===== config.mk =====
export PLATFORM = sky130hd
export DESIGN_NAME = divisor_arbitro
export DESIGN_NICKNAME = d
export VERILOG_FILES = /design/src/rtl/divisor_arbitro.sv
export SDC_FILE = /design/constraint.sdc
export NUM_CORES = 1
export LEC_CHECK = 0
export BUFFER_PORTS_ARGS = -buffer_cell sky130_fd_sc_hd__buf_4
export CAP_MARGIN = 40
export CORE_AREA = 4 4 151 153
export CTS_BUF_LIST = sky130_fd_sc_hd__clkbuf_4 sky130_fd_sc_hd__clkbuf_8
export CTS_CLUSTER_DIAMETER = 30
export DETAILED_ROUTE_END_ITERATION = 16
export DIE_AREA = 0 0 155 157
export PLACE_DENSITY = 0.74
export SLEW_MARGIN = 20
export SYNTH_ARGS = -nofsm -noshare
export SYNTH_HDL_FRONTEND = slang
export SYNTH_SLANG_ARGS = --single-unit

===== constraint.sdc =====
create_clock -name CLK -period 3.5 [get_ports CLK]
set_clock_uncertainty 0.1 [all_clocks]
set_input_delay 0.175 -clock CLK [delete_from_list [all_inputs] [get_ports CLK]]
set_output_delay 0.175 -clock CLK [all_outputs]
set_load 0.02 [all_outputs]

===== src/rtl/divisor_arbitro.sv =====
// rtl/divisor_arbitro.sv - two-port round-robin arbiter/sequencer for a shared pipelined divider
//
// Purpose: grants one of two requesters per cycle, issues the granted division
// to a fixed-latency pipelined divider, tracks each in-flight operation in a
// tag pipeline and steers every result back to the port that asked for it.
//
// Ports:
//   CLK, RSTa                      clock, synchronous active-high reset
//   ReqN_Valid/Num/Den, ReqN_Ready request handshake per port (N = 0, 1)
//   RspN_Valid/Coc/Res/Div0        one-cycle result pulse per port, no backpressure
//   Div_Start/Num/Den              registered issue to the divider
//   Div_Done/Coc/Res               divider results, LAT cycles after Div_Start
//   Busy                           any operation issued or in flight
//   Sync_Err                       sticky: divider Done disagreed with the tag pipeline
module divisor_arbitro #(
  parameter int tamanyo = 32,
  parameter int LAT     = 16
) (
  input  logic               CLK,
  input  logic               RSTa,
  input  logic               Req0_Valid,
  input  logic [tamanyo-1:0] Req0_Num,
  input  logic [tamanyo-1:0] Req0_Den,
  output logic               Req0_Ready,
  input  logic               Req1_Valid,
  input  logic [tamanyo-1:0] Req1_Num,
  input  logic [tamanyo-1:0] Req1_Den,
  output logic               Req1_Ready,
  output logic               Rsp0_Valid,
  output logic [tamanyo-1:0] Rsp0_Coc,
  output logic [tamanyo-1:0] Rsp0_Res,
  output logic               Rsp0_Div0,
  output logic               Rsp1_Valid,
  output logic [tamanyo-1:0] Rsp1_Coc,
  output logic [tamanyo-1:0] Rsp1_Res,
  output logic               Rsp1_Div0,
  output logic               Div_Start,
  output logic [tamanyo-1:0] Div_Num,
  output logic [tamanyo-1:0] Div_Den,
  input  logic               Div_Done,
  input  logic [tamanyo-1:0] Div_Coc,
  input  logic [tamanyo-1:0] Div_Res,
  output logic               Busy,
  output logic               Sync_Err
);

  // Arbitration state: id of the port granted on the last handshake.
  logic last_grant_q, last_grant_d;

  // Issue stage: operands plus the id/div0 tag that travels with them.
  logic               div_start_q, div_start_d;
  logic [tamanyo-1:0] div_num_q, div_num_d;
  logic [tamanyo-1:0] div_den_q, div_den_d;
  logic               iss_id_q, iss_id_d;
  logic               iss_z_q, iss_z_d;

  // Tag pipeline; bit LAT-1 is the head, lined up with the expected Div_Done.
  logic [LAT-1:0] tag_v_q, tag_v_d;
  logic [LAT-1:0] tag_id_q, tag_id_d;
  logic [LAT-1:0] tag_z_q, tag_z_d;

  // Response registers.
  logic               rsp0_valid_q, rsp0_valid_d;
  logic [tamanyo-1:0] rsp0_coc_q, rsp0_coc_d;
  logic [tamanyo-1:0] rsp0_res_q, rsp0_res_d;
  logic               rsp0_div0_q, rsp0_div0_d;
  logic               rsp1_valid_q, rsp1_valid_d;
  logic [tamanyo-1:0] rsp1_coc_q, rsp1_coc_d;
  logic [tamanyo-1:0] rsp1_res_q, rsp1_res_d;
  logic               rsp1_div0_q, rsp1_div0_d;
  logic               sync_err_q, sync_err_d;

  logic               hs0, hs1, hs;
  logic [tamanyo-1:0] sel_num, sel_den;
  logic               head_v, head_id, head_z, ret;
  logic [tamanyo-1:0] ret_coc, ret_res;

  // Extended vectors let the shift work for any LAT >= 1 without slicing past bit 0.
  logic [LAT:0] tag_v_ext, tag_id_ext, tag_z_ext;

  // A lone requester always wins; on contention the port not granted last wins.
  assign Req0_Ready = Req0_Valid & (~Req1_Valid | last_grant_q);
  assign Req1_Ready = Req1_Valid & (~Req0_Valid | ~last_grant_q);

  assign hs0     = Req0_Valid & Req0_Ready;
  assign hs1     = Req1_Valid & Req1_Ready;
  assign hs      = hs0 | hs1;
  assign sel_num = hs1 ? Req1_Num : Req0_Num;
  assign sel_den = hs1 ? Req1_Den : Req0_Den;

  assign head_v  = tag_v_q[LAT-1];
  assign head_id = tag_id_q[LAT-1];
  assign head_z  = tag_z_q[LAT-1];
  assign ret     = head_v & Div_Done;
  // Divide-by-zero still goes through the divider; its result is replaced here.
  assign ret_coc = head_z ? {tamanyo{1'b1}} : Div_Coc;
  assign ret_res = head_z ? {tamanyo{1'b0}} : Div_Res;

  assign tag_v_ext  = {tag_v_q,  div_start_q};
  assign tag_id_ext = {tag_id_q, iss_id_q};
  assign tag_z_ext  = {tag_z_q,  iss_z_q};

  always_comb begin
    last_grant_d = hs ? hs1 : last_grant_q;

    div_start_d = hs;
    div_num_d   = hs ? sel_num : div_num_q;
    div_den_d   = hs ? sel_den : div_den_q;
    iss_id_d    = hs ? hs1 : iss_id_q;
    iss_z_d     = hs ? (sel_den == '0) : iss_z_q;

    tag_v_d  = tag_v_ext[LAT-1:0];
    tag_id_d = tag_id_ext[LAT-1:0];
    tag_z_d  = tag_z_ext[LAT-1:0];

    rsp0_valid_d = ret & ~head_id;
    rsp0_coc_d   = rsp0_coc_q;
    rsp0_res_d   = rsp0_res_q;
    rsp0_div0_d  = rsp0_div0_q;
    rsp1_valid_d = ret & head_id;
    rsp1_coc_d   = rsp1_coc_q;
    rsp1_res_d   = rsp1_res_q;
    rsp1_div0_d  = rsp1_div0_q;
    if (rsp0_valid_d) begin
      rsp0_coc_d  = ret_coc;
      rsp0_res_d  = ret_res;
      rsp0_div0_d = head_z;
    end
    if (rsp1_valid_d) begin
      rsp1_coc_d  = ret_coc;
      rsp1_res_d  = ret_res;
      rsp1_div0_d = head_z;
    end

    // A mismatched slot is simply dropped: it shifts out with no response.
    sync_err_d = sync_err_q | (Div_Done != head_v);
  end

  always_ff @(posedge CLK) begin
    if (RSTa) begin
      last_grant_q <= 1'b1;
      div_start_q  <= 1'b0;
      div_num_q    <= '0;
      div_den_q    <= '0;
      iss_id_q     <= 1'b0;
      iss_z_q      <= 1'b0;
      tag_v_q      <= '0;
      tag_id_q     <= '0;
      tag_z_q      <= '0;
      rsp0_valid_q <= 1'b0;
      rsp0_coc_q   <= '0;
      rsp0_res_q   <= '0;
      rsp0_div0_q  <= 1'b0;
      rsp1_valid_q <= 1'b0;
      rsp1_coc_q   <= '0;
      rsp1_res_q   <= '0;
      rsp1_div0_q  <= 1'b0;
      sync_err_q   <= 1'b0;
    end else begin
      last_grant_q <= last_grant_d;
      div_start_q  <= div_start_d;
      div_num_q    <= div_num_d;
      div_den_q    <= div_den_d;
      iss_id_q     <= iss_id_d;
      iss_z_q      <= iss_z_d;
      tag_v_q      <= tag_v_d;
      tag_id_q     <= tag_id_d;
      tag_z_q      <= tag_z_d;
      rsp0_valid_q <= rsp0_valid_d;
      rsp0_coc_q   <= rsp0_coc_d;
      rsp0_res_q   <= rsp0_res_d;
      rsp0_div0_q  <= rsp0_div0_d;
      rsp1_valid_q <= rsp1_valid_d;
      rsp1_coc_q   <= rsp1_coc_d;
      rsp1_res_q   <= rsp1_res_d;
      rsp1_div0_q  <= rsp1_div0_d;
      sync_err_q   <= sync_err_d;
    end
  end

  assign Div_Start  = div_start_q;
  assign Div_Num    = div_num_q;
  assign Div_Den    = div_den_q;
  assign Rsp0_Valid = rsp0_valid_q;
  assign Rsp0_Coc   = rsp0_coc_q;
  assign Rsp0_Res   = rsp0_res_q;
  assign Rsp0_Div0  = rsp0_div0_q;
  assign Rsp1_Valid = rsp1_valid_q;
  assign Rsp1_Coc   = rsp1_coc_q;
  assign Rsp1_Res   = rsp1_res_q;
  assign Rsp1_Div0  = rsp1_div0_q;
  assign Busy       = div_start_q | (|tag_v_q);
  assign Sync_Err   = sync_err_q;

endmodule

# [Yosys cells after proc, flatten, opt, wreduce, memory -nomap -nowiden]
# Cells that the tools add are included.
[totals] regBits=249 inputBits=197 output_inout_bits=201 word_cells=41
[classes] eq_ne=1 mux=4 bitwise=16 reduce_logical=2
[op_table] operator="$mux 32" count=4
[op_table] operator="$logic_not 32->1" count=1
[op_table] operator="$reduce_or 16->1" count=1
[op_table] operator="$and 1x1->1" count=7
[op_table] operator="$or 1x1->1" count=5
[op_table] operator="$not 1->1" count=4
[op_table] operator="$ne 1x1->1" count=1

# [Depth between registers and ports, before layout]
# Gate-level depths: netlist of run 1.
[depth] depth_word=6 ltp_mapped=7 depth_no_buf=5

# [Worst setup path after synthesis of run 1]
# OpenSTA, ideal clock, no wires.
[synth_timing] path_kind="flip-flop to flip-flop" from="register tag_v_q[15]" to="register rsp0_coc_q[10], in the netlist Rsp0_Coc[10]" setup_time_ps=134 arrival_time_ps=1370 t_required_ps=3266 slack_ps=1896 stages_incl_launch_ff=7 path_buffers=3 period_less_slack_ps=1604 cell_sequence="dfxtp_1 > ha_1 > nor2b_1 > clkbuf_1 > clkbuf_1 > buf_2 > a211oi_1"
[synth_between] elab_chain_cells=2
[synth_rtl] element="start: declaration" line_no="58" source="logic [LAT-1:0] tag_v_q, tag_v_d;"
[synth_rtl] element="start signal: assignment" line_no="166" source="tag_v_q <= tag_v_d;"
[synth_rtl] element="$and 1x1->1" line_no="94" source="assign ret = head_v & Div_Done;"
[synth_rtl] element="$and 1x1->1" line_no="116" source="rsp0_valid_d = ret & ~head_id;"
[synth_rtl] element="end signal: assignment" line_no="170" source="rsp0_coc_q <= rsp0_coc_d;"
[synth_rtl] element="end: declaration" line_no="64" source="logic [tamanyo-1:0] rsp0_coc_q, rsp0_coc_d;"
# Every way passes these cells.
# A chain may end at the register's enable or synchronous reset.

# [Worst setup path in the final report of run 1]
[layout_timing] from="register last_grant_q" to="register iss_z_q"
[layout_between] elab_chain_cells=6 word_cells_on_any_way=10
[layout_rtl] element="start: declaration" line_no="48" source="logic last_grant_q, last_grant_d;"
[layout_rtl] element="start signal: assignment" line_no="160" source="last_grant_q <= last_grant_d;"
[layout_rtl] element="$not 1->1" line_no="83" source="assign Req1_Ready = Req1_Valid & (~Req0_Valid | ~last_grant_q);"
[layout_rtl] element="$or 1x1->1" line_no="83"
[layout_rtl] element="$and 1x1->1" line_no="83"
[layout_rtl] element="$and 1x1->1" line_no="86" source="assign hs1 = Req1_Valid & Req1_Ready;"
[layout_rtl] element="$mux 32" line_no="89" source="assign sel_den = hs1 ? Req1_Den : Req0_Den;"
[layout_rtl] element="$logic_not 32->1" line_no="110" source="iss_z_d = hs ? (sel_den == '0) : iss_z_q;"
[layout_rtl] element="end signal: assignment" line_no="165" source="iss_z_q <= iss_z_d;"
[layout_rtl] element="end: declaration" line_no="55" source="logic iss_z_q, iss_z_d;"
# Several ways; a longest one is shown, not always the timed one.

==> results of run 1 <==
[metrics by stage]
step | std cells | hold WS [ps]
2_1_floorplan | 1125 | 234
6_report | 2006 | 71.1
3_5_place_dp | 1719 | 320
4_1_cts | 2003 | 40.5
3_3_place_gp | 1718 | 317
5_1_grt | 2005 | 78.0
[cells in the final DEF (no fill, tap or decap), drive strengths merged]
cell	instances
a211oi	64
a21bo	1
a21oi	93
a311oi	36
a31oi	28
and2	1
and3	1
buf	414
bufinv	6
clkbuf	67
clkinv	7
clkinvlp	6
dfxtp	249
diode	2
dlygate4sd3	198
ha	1
inv	30
mux2i	1
nand2	207
nand2b	2
nand3	1
nand4	3
nor2	171
nor2b	81
nor3	7
nor4	13
o2111ai	1
o21ai	2
o221a	27
o22ai	1
o31ai	2
or2	1
or4	2
[cells in the mapped netlist (all sizes together), types with 7 or more instances]
cell type / count
a31oi: 28
nand2: 207
a21oi: 93
inv: 30
clkbuf: 85
a311oi: 36
buf: 14
nor2b: 81
dfxtp: 249
o221a: 27
nor3: 7
a211oi: 64
nor4: 13
nor2: 171
[routing by layer]
metal	vias to the layer above	global-route usage
met5	-	0
met4	0	0.140
met3	138	0.0808
met2	598	0.455
met1	4868	0.310
li1	4974	-
[how the worst max path moves through the flow]
stage / endpoint / from / slack [ps]
2_1_floorplan: Rsp0_Coc[10] / tag_v_q[15] / 1900
3_3_place_gp: iss_z_q / Req0_Valid / 1420
3_5_place_dp: Div_Num[7] / last_grant_q / 1330
4_1_cts: iss_z_q / last_grant_q / 90
5_1_grt: iss_z_q / last_grant_q / 10
6_report: iss_z_q / last_grant_q / 140
[critical path: stages (launching register included)]
cell and delay (ps):
dfxtp_1 340, a21bo_4 330, buf_8 280, nand3_1 120
o31ai_2 70, dlygate4sd3_1 580, o2111ai_1 100, dlygate4sd3_1 590
o31ai_1 210, dlygate4sd3_1 570
[cell families after synthesis]
| family | after synthesis | synth area share |
|---|---|---|
| and+or+nand+nor | 490 | 0.224 |
| AOI/OAI and AO/OA | 255 | 0.191 |
| DFF | 249 | 0.529 |
| buffers and inverters | 129 | 0.0535 |
| muxes | 1 | 0.00106 |
| adders and majority gates | 1 | 0.00133 |
[power by group]
| part | internal, mW | switching [mW] |
|---|---|---|
| Sequential | 2.91 | 0.0470 |
| Clock | 2.07 | 1.24 |
| Combinational | 0.501 | 0.446 |
| Total | 5.48 | 1.73 |
[final cells by class]
| class | instances | area (sq um) |
|---|---|---|
| fillers | 1469 | 5870 |
| repair buffers | 612 | 5150 |
| flip-flops and latches | 249 | 4990 |
| multi-input cells | 747 | 3950 |
| clock buffers | 67 | 878 |
| well taps | 280 | 350 |
| clock inverters | 19 | 260 |
| inverters | 30 | 113 |
| diodes | 2 | 5.00 |
[what timing repair did]
item / in CTS / in global routing
resized for setup: 0 / 2
endpoints found under the setup margin: 0 / 1
setup buffers: 0 / 0
hold endpoints to repair: 195 / 0
hold buffers: 198 / 0
[state kept, by name, summed over array words and instances (netlist names)]
signal,count
Sync_Err,1
iss_id_q,1
tag_id_q,16
Rsp1_Valid,1
Rsp0_Res,32
Div_Num,32
Div_Den,32
Rsp1_Res,32
Rsp0_Div0,1
iss_z_q,1
Rsp1_Coc,32
last_grant_q,1
tag_z_q,16
Rsp0_Valid,1
Rsp0_Coc,32
tag_v_q,16
Rsp1_Div0,1
Div_Start,1
==> impl_metrics.tcl, run 1 <==
set metrics [dict create \
    grt_usage 0.270 \
    ios 398 \
    outcome "completed" \
    powerDensity_nw_per_um2 460 \
    antenna_found_initial 1 \
    drt_drc_violations_left 0 \
    postLayoutCoreUtil 0.728 \
    hold_viol 0 \
    synth-seq-area-share 0.529 \
    dpl_cell_area_sq_um 12500 \
    clk_pin_slew_ps 60 \
    wirelength_mm 35.1 \
    synthesis.nets 1323 \
    clock_path_buffers 3 \
    wl_per_cell_um 17.5 \
    cts_max_level 2 \
    cp-start-kind "register" \
    synth_cell_type_count 32 \
    ys_seq_elements 249 \
    avgSynthCellArea_sq_um 8.37 \
    power.leakage_nw 6.86 \
    die_w_um 155 \
    min_path_type "primary input to register" \
    portBuffers 397 \
    syn_inst 1125 \
    synth.cell_area_sq_um 9420 \
    synth_area_leaders "dfxtp_1 (53%), nand2_1 (8.2%), nor2_1 (6.8%), nor2b_1 (5.4%), a211oi_1 (5.1%)" \
    drt-met1-wl_mm 12.9 \
    synth_top_area_share 0.529 \
    setup_viol 0 \
    holdCritStartpoint "RSTa" \
    r2r_start "last_grant_q" \
    dpl_worst_slack_ps 1330 \
    grt.overflow.total 0 \
    slew_headroom 0.451 \
    row_count 54 \
    holdPathEnd "tag_z_q[13]" \
    gp_congestion 0.864 \
    worst_slack_ps 136 \
    start_util 0.437 \
    cts_buffers 48 \
    drtAntennaViolNets 0 \
    r2r-end "iss_z_q" \
    fp.dieH_um 157 \
    cp.required_ps 3880 \
    grt_max_degree 110 \
    finalMaxSlewViolations 0 \
    final_nets 1886 \
    path_max_fanout 36 \
    fmax_ghz 0.297 \
    die_area_sq_um 24300 \
    grt_pass1_vias 10400 \
    critical_path_arrival_ps 3750 \
    critPathCaptureType "register" \
    cap_violations 0 \
    cts_root_buffer "clkbuf_8" \
    dr_wl_met2_mm 17.0 \
    cts_tree "done" \
    route.met3.wl_mm 3.47 \
    maxUsedRoutingLayer "met4" \
    drive_gt1_frac 0.309 \
    synthFlopType "dfxtp_1" \
    dr.pass1.iters 8 \
    vias 10600 \
    r2r_setup_slack_ps 140 \
    syn2layout_area_growth_pct 66.5 \
    clock_latency_ps 540 \
    tightestPinTransition_ps 823 \
    post-dp-hpwl_mm 21.3 \
    clkSinkCount 249 \
    hold_depth 2 \
    ir_drop_mv 0.327 \
    setup_tns_ps 0 \
    synth_edf_count 0 \
    synth_async_sr_flop_share 0 \
    rsz0062_at_grt "no" \
    grt_pass1_wl_mm 54.1 \
    ys_warn_count 0 \
    period_minus_slack_ps 3360 \
    yosys.area.top_type "dfxtp_1" \
    core_sq_um 21600 \
    drt_iter0_drc 568 \
    rr_worst_depth 9 \
    power.total_mw 7.21 \
    fin_crit_sh 0.961 \
    final_area_sq_um 15700 \
    vias_per_cell 5.27 \
    crit_type "register to register" \
]
No activity file was read; power rests on OpenSTA's default activity.
==> run 2, diff against run 1 <==
- CAP_MARGIN: 40 -> default
- PLACE_DENSITY: 0.74 -> 0.79
==> impl_metrics.tcl, run 2 (synthesized netlist as in run 1, its figures left out) <==
set metrics [dict create \
    min_path_type "register to register" \
    powerDensity_nw_per_um2 472 \
    grt_pass1_wl_mm 56.5 \
    rsz0062_at_grt "no" \
    cts_root_buffer "clkbuf_8" \
    ios 398 \
    start_util 0.437 \
    die_w_um 155 \
    crit_start "Req1_Valid" \
    setup_tns_ps 0 \
    row_count 54 \
    layout_commonest_cell "buf_4" \
    fin_cells 2007 \
    clock_path_buffers 3 \
    dpl_worst_slack_ps 1240 \
    portBuffers 397 \
    cp_num_buf_inv 5 \
    fmax_ghz 0.299 \
    final_cell_mix "buf_4 (403), dfxtp_1 (248), nand2_1 (206), dlygate4sd3_1 (201), nor2_1 (171)" \
    clkSinkCount 249 \
    power.leakage_nw 6.87 \
    antenna_found_initial 4 \
    finalMaxSlewViolations 0 \
    final_nets 1885 \
    ir_drop_mv 0.288 \
    path_max_fanout 88 \
    holdPathEnd "tag_id_q[15]" \
    hold_ws_ps 323 \
    wl_per_cell_um 18.1 \
    gp_congestion 0.894 \
    drt_drc_violations_left 0 \
    tightestPinTransition_ps 930 \
    cts_tree "done" \
    crit_type "primary input to register" \
    slowest_delay_ps 710 \
    dp_cells 1713 \
    wirelength_mm 36.4 \
    slew_headroom 0.380 \
    crit_slowest_cell "buf_4" \
    die_area_sq_um 24300 \
    critPathCaptureType "register" \
    fp.dieH_um 157 \
    postLayoutCoreUtil 0.728 \
    drt_iter0_drc 854 \
    crit_chain "dlygate4sd3_1 > buf_4 > a21bo_2 > buf_4 > nand3_1 > o31ai_2 > dlygate4sd3_1 > o2111ai_1 > dlygate4sd3_1 > o31ai_1" \
    vias_per_cell 5.39 \
    hold_viol 0 \
    period_minus_slack_ps 3340 \
    r2r-end "iss_z_q" \
    cap_violations 0 \
    grt_usage 0.281 \
    worst_slack_ps 157 \
    cp.required_ps 3860 \
    clk_pin_slew_ps 60 \
    core_sq_um 21600 \
    cts_buffers 51 \
    vias 10800 \
    setup_viol 0 \
    outcome "completed" \
    drive_gt1_frac 0.308 \
    regArea_sq_um 4990 \
    critPathTopFamily "buffers and inverters" \
    rr_worst_depth 8 \
    dr.pass1.iters 7 \
    grt_pass1_vias 11100 \
    drtAntennaViolNets 0 \
    fin_crit_sh 0.955 \
    r2r_start "last_grant_q" \
    post-dp-hpwl_mm 20.5 \
    cts_max_level 2 \
    fill_cells 1403 \
    cp-start-kind "primary input" \
    critical_path_arrival_ps 3710 \
    cpMostUsedCell "dlygate4sd3_1" \
    multi_input_area_sq_um 3940 \
    clock_latency_ps 550 \
    cts_resized 0 \
    hold_depth 1 \
    r2r_setup_slack_ps 350 \
    grt.overflow.total 0 \
    holdCritStartpoint "tag_id_q[14]" \
    grt_max_degree 102 \
    syn2layout_area_growth_pct 66.6 \
    post_cts_buffers 0 \
]
-- run 2: changes by cell type in the layout (fill, tap and decap cells not counted), moves of 2 or more --
cell	delta
inv_8	+2
dlygate4sd3_1	+3
buf_8	-2
diode_2	+2
buf_4	-5
clkinv_4	+3
clkbuf_8	-4
bufinv_16	+2
clkinvlp_4	-3
clkinv_2	+2
-- run 2: where the power goes --
group / leakage [nW] / total, mW / switching, mW / internal [mW]
clock network: 0.613 / 3.49 / 1.32 / 2.17
logic: 4.23 / 0.956 / 0.455 / 0.501
registers: 2.02 / 2.96 / 0.0548 / 2.91
-- run 2: cell type report --
cell class                 instances  area share
tap                              280      0.0223
antenna                            4    0.000638
clock buffer                      64      0.0529
multi-input combinational        747       0.251
clock inverter                    25      0.0227
sequential                       249       0.318
timing repair buffer             608       0.325
inverter                          30     0.00717
-- run 2: worst max-delay path by stage --
stage / end / slack, ps / cells past startpoint
3_5_place_dp: Div_Den[15] / 1240 / 6
2_1_floorplan: Rsp0_Coc[10] / 1900 / 6
3_3_place_gp: iss_z_q / 1360 / 7
6_report: iss_z_q / 160 / 10
4_1_cts: iss_z_q / 280 / 10
5_1_grt: iss_z_q / 20 / 10
-- run 2: timing repair --
item / in CTS / in global routing
setup endpoints to repair: 0 / 0
endpoints found under the hold margin: 196 / 0
hold buffers: 201 / 0
-- run 2: metrics by stage --
stage / instance area [sq um] / total power, mW
after global placement: 12500 / 3.70
after floorplan: 9420 / 3.35
final: 15700 / 7.41
after detailed placement: 12500 / 3.70
after CTS: 15700 / 7.39
after global routing: 15700 / 7.65
-- run 2: worst reg2reg max path: stages, from the launching register on --
cell and delay [ps]:
dfxtp_1 330, a21bo_2 140, buf_4 710, nand3_1 220, o31ai_2 100, dlygate4sd3_1 590, o2111ai_1 100, dlygate4sd3_1 580
o31ai_1 180
-- run 2: layer usage --
layer,track usage,up-vias,wire length (um)
met5,0,-,0
met4,0.170,0,2230
met3,0.0704,184,3580
met2,0.478,742,17500
met1,0.319,4922,13000
li1,-,4960,-
==> run 3, diff against run 2 <==
- RECOVER_POWER: default -> 50
==> impl_metrics.tcl, run 3 (synthesized netlist as in run 1, its figures left out) <==
set metrics [dict create \
    cp-start-kind "primary input" \
    grt_usage 0.281 \
    ir_drop_mv 0.272 \
    internal-power_mw 5.53 \
    drtAntennaViolNets 0 \
    crit_type "primary input to register" \
    crit_slowest_cell "buf_4" \
    cap_violations 0 \
    dpl_cell_area_sq_um 12500 \
    ios 398 \
    cts_root_buffer "clkbuf_8" \
    met2_usage 0.478 \
    cts_tree "done" \
    drt_drc_violations_left 0 \
    cts_max_level 2 \
    worst_slack_ps 169 \
    fmax_ghz 0.300 \
    r2r_setup_slack_ps 360 \
    seqPwrFrac 0.403 \
    die_w_um 155 \
    hold_ws_ps 322 \
    cp_num_buf_inv 5 \
    grt_pass1_vias 11100 \
    die_area_sq_um 24300 \
    slew_headroom 0.380 \
    core_sq_um 21600 \
    wl_per_cell_um 18.2 \
    vias 10800 \
    finalMaxSlewViolations 0 \
    start_util 0.437 \
    cts_resized 0 \
    layout_commonest_cell "dfxtp_1" \
    gp_congestion 0.894 \
    cpMostUsedCell "dlygate4sd3_1" \
    dr.pass1.iters 7 \
    pwr-share-clk 0.474 \
    path_max_fanout 88 \
    grt_use_met1 0.319 \
    drt_iter0_drc 887 \
    fin_crit_sh 0.952 \
    grt.overflow.total 0 \
    dpl_worst_slack_ps 1240 \
    clock_path_buffers 3 \
    post_cts_buffers 0 \
    critical_path_arrival_ps 3690 \
    rsz0062_at_grt "no" \
    powerDensity_nw_per_um2 491 \
    grt_max_degree 102 \
    ctsHoldBuffers 201 \
    power.leakage_nw 6.05 \
    grtUsageMet3 0.0704 \
    drive_gt1_frac 0.194 \
    setup_tns_ps 0 \
    antenna_found_initial 4 \
    min_path_type "register to register" \
    cp.required_ps 3860 \
    cts_buffers 51 \
    critPathTopFamily "buffers and inverters" \
    clkSinkCount 249 \
    top_usage_layer "met2" \
    syn2layout_area_growth_pct 58.8 \
    grt_pass1_wl_mm 56.5 \
    final_area_sq_um 15000 \
    outcome "completed" \
    wirelength_mm 36.6 \
    critPathCaptureType "register" \
    crit_chain "dlygate4sd3_1 > buf_4 > a21bo_2 > buf_4 > nand3_1 > o31ai_2 > dlygate4sd3_1 > o2111ai_1 > dlygate4sd3_1 > o31ai_1" \
    swShare 0.248 \
    slowest_delay_ps 690 \
    final_nets 1885 \
    hold_viol 0 \
    clock_latency_ps 550 \
    final_cell_mix "dfxtp_1 (248), buf_4 (207), nand2_1 (206), dlygate4sd3_1 (201), clkbuf_1 (196)" \
    p_switching_mw 1.83 \
    portBuffers 397 \
    period_minus_slack_ps 3330 \
    fill_cells 1678 \
    p_comb_frac 0.123 \
    clk_pin_slew_ps 60 \
    tightestPinTransition_ps 930 \
    row_count 54 \
    fp.dieH_um 157 \
    post-dp-hpwl_mm 20.5 \
    setup_viol 0 \
    vias_per_cell 5.39 \
]
## run 3: cell types whose count changed in the layout (fill, tap and decap cells not counted)
cell / change
clkbuf_1: +196
buf_4: -196
## run 3: area by class of cell
class / instances / area, sq um / area share
diodes: 4 / 10.0 / 0.000669
clock buffers: 64 / 831 / 0.0555
clock inverters: 25 / 357 / 0.0238
inverters: 30 / 113 / 0.00753
multi-input cells: 747 / 3940 / 0.263
flip-flops and latches: 249 / 4990 / 0.333
well taps: 280 / 350 / 0.0234
repair buffers: 608 / 4370 / 0.292
## run 3: per-layer routing
layer / part of all wire / wire length, um / up-vias
met2: 0.48 / 17500 / 729
met1: 0.36 / 13300 / 4970
li1: - / - / 4964
met4: 0.059 / 2150 / 0
met5: 0 / 0 / -
met3: 0.098 / 3580 / 162
## run 3: worst reg2reg max path, stage by stage, from the launching register on
cell,delay (ps)
dfxtp_1,330
a21bo_2,150
buf_4,690
nand3_1,230
o31ai_2,100
dlygate4sd3_1,590
o2111ai_1,100
dlygate4sd3_1,580
o31ai_1,180
## run 3: per-stage QoR
step                      utilization  power [mW]  cells
after CTS                       0.728        7.39   2003
after floorplan                     -        3.35   1125
final                           0.694        7.35   2007
after global placement          0.579        3.70   1713
after detailed placement        0.579        3.70   1713
after global routing            0.694        7.59   2007
## run 3: final timing paths
path,depth (start not counted),endpoint,from
hold reg to reg,1,tag_id_q[15],tag_id_q[14]
setup reg to reg,8,iss_z_q,last_grant_q
setup / recovery,10,iss_z_q,Req1_Valid
hold / removal,1,tag_id_q[15],tag_id_q[14]
## run 3: power groups by stage
stage	logic [mW]	registers, mW	clock network [mW]
after floorplan	0.266	3.08	0
after global placement	0.684	3.01	0
after detailed placement	0.695	3.01	0
after CTS	0.905	2.95	3.53
after global routing	0.960	2.96	3.67
final	0.906	2.96	3.49
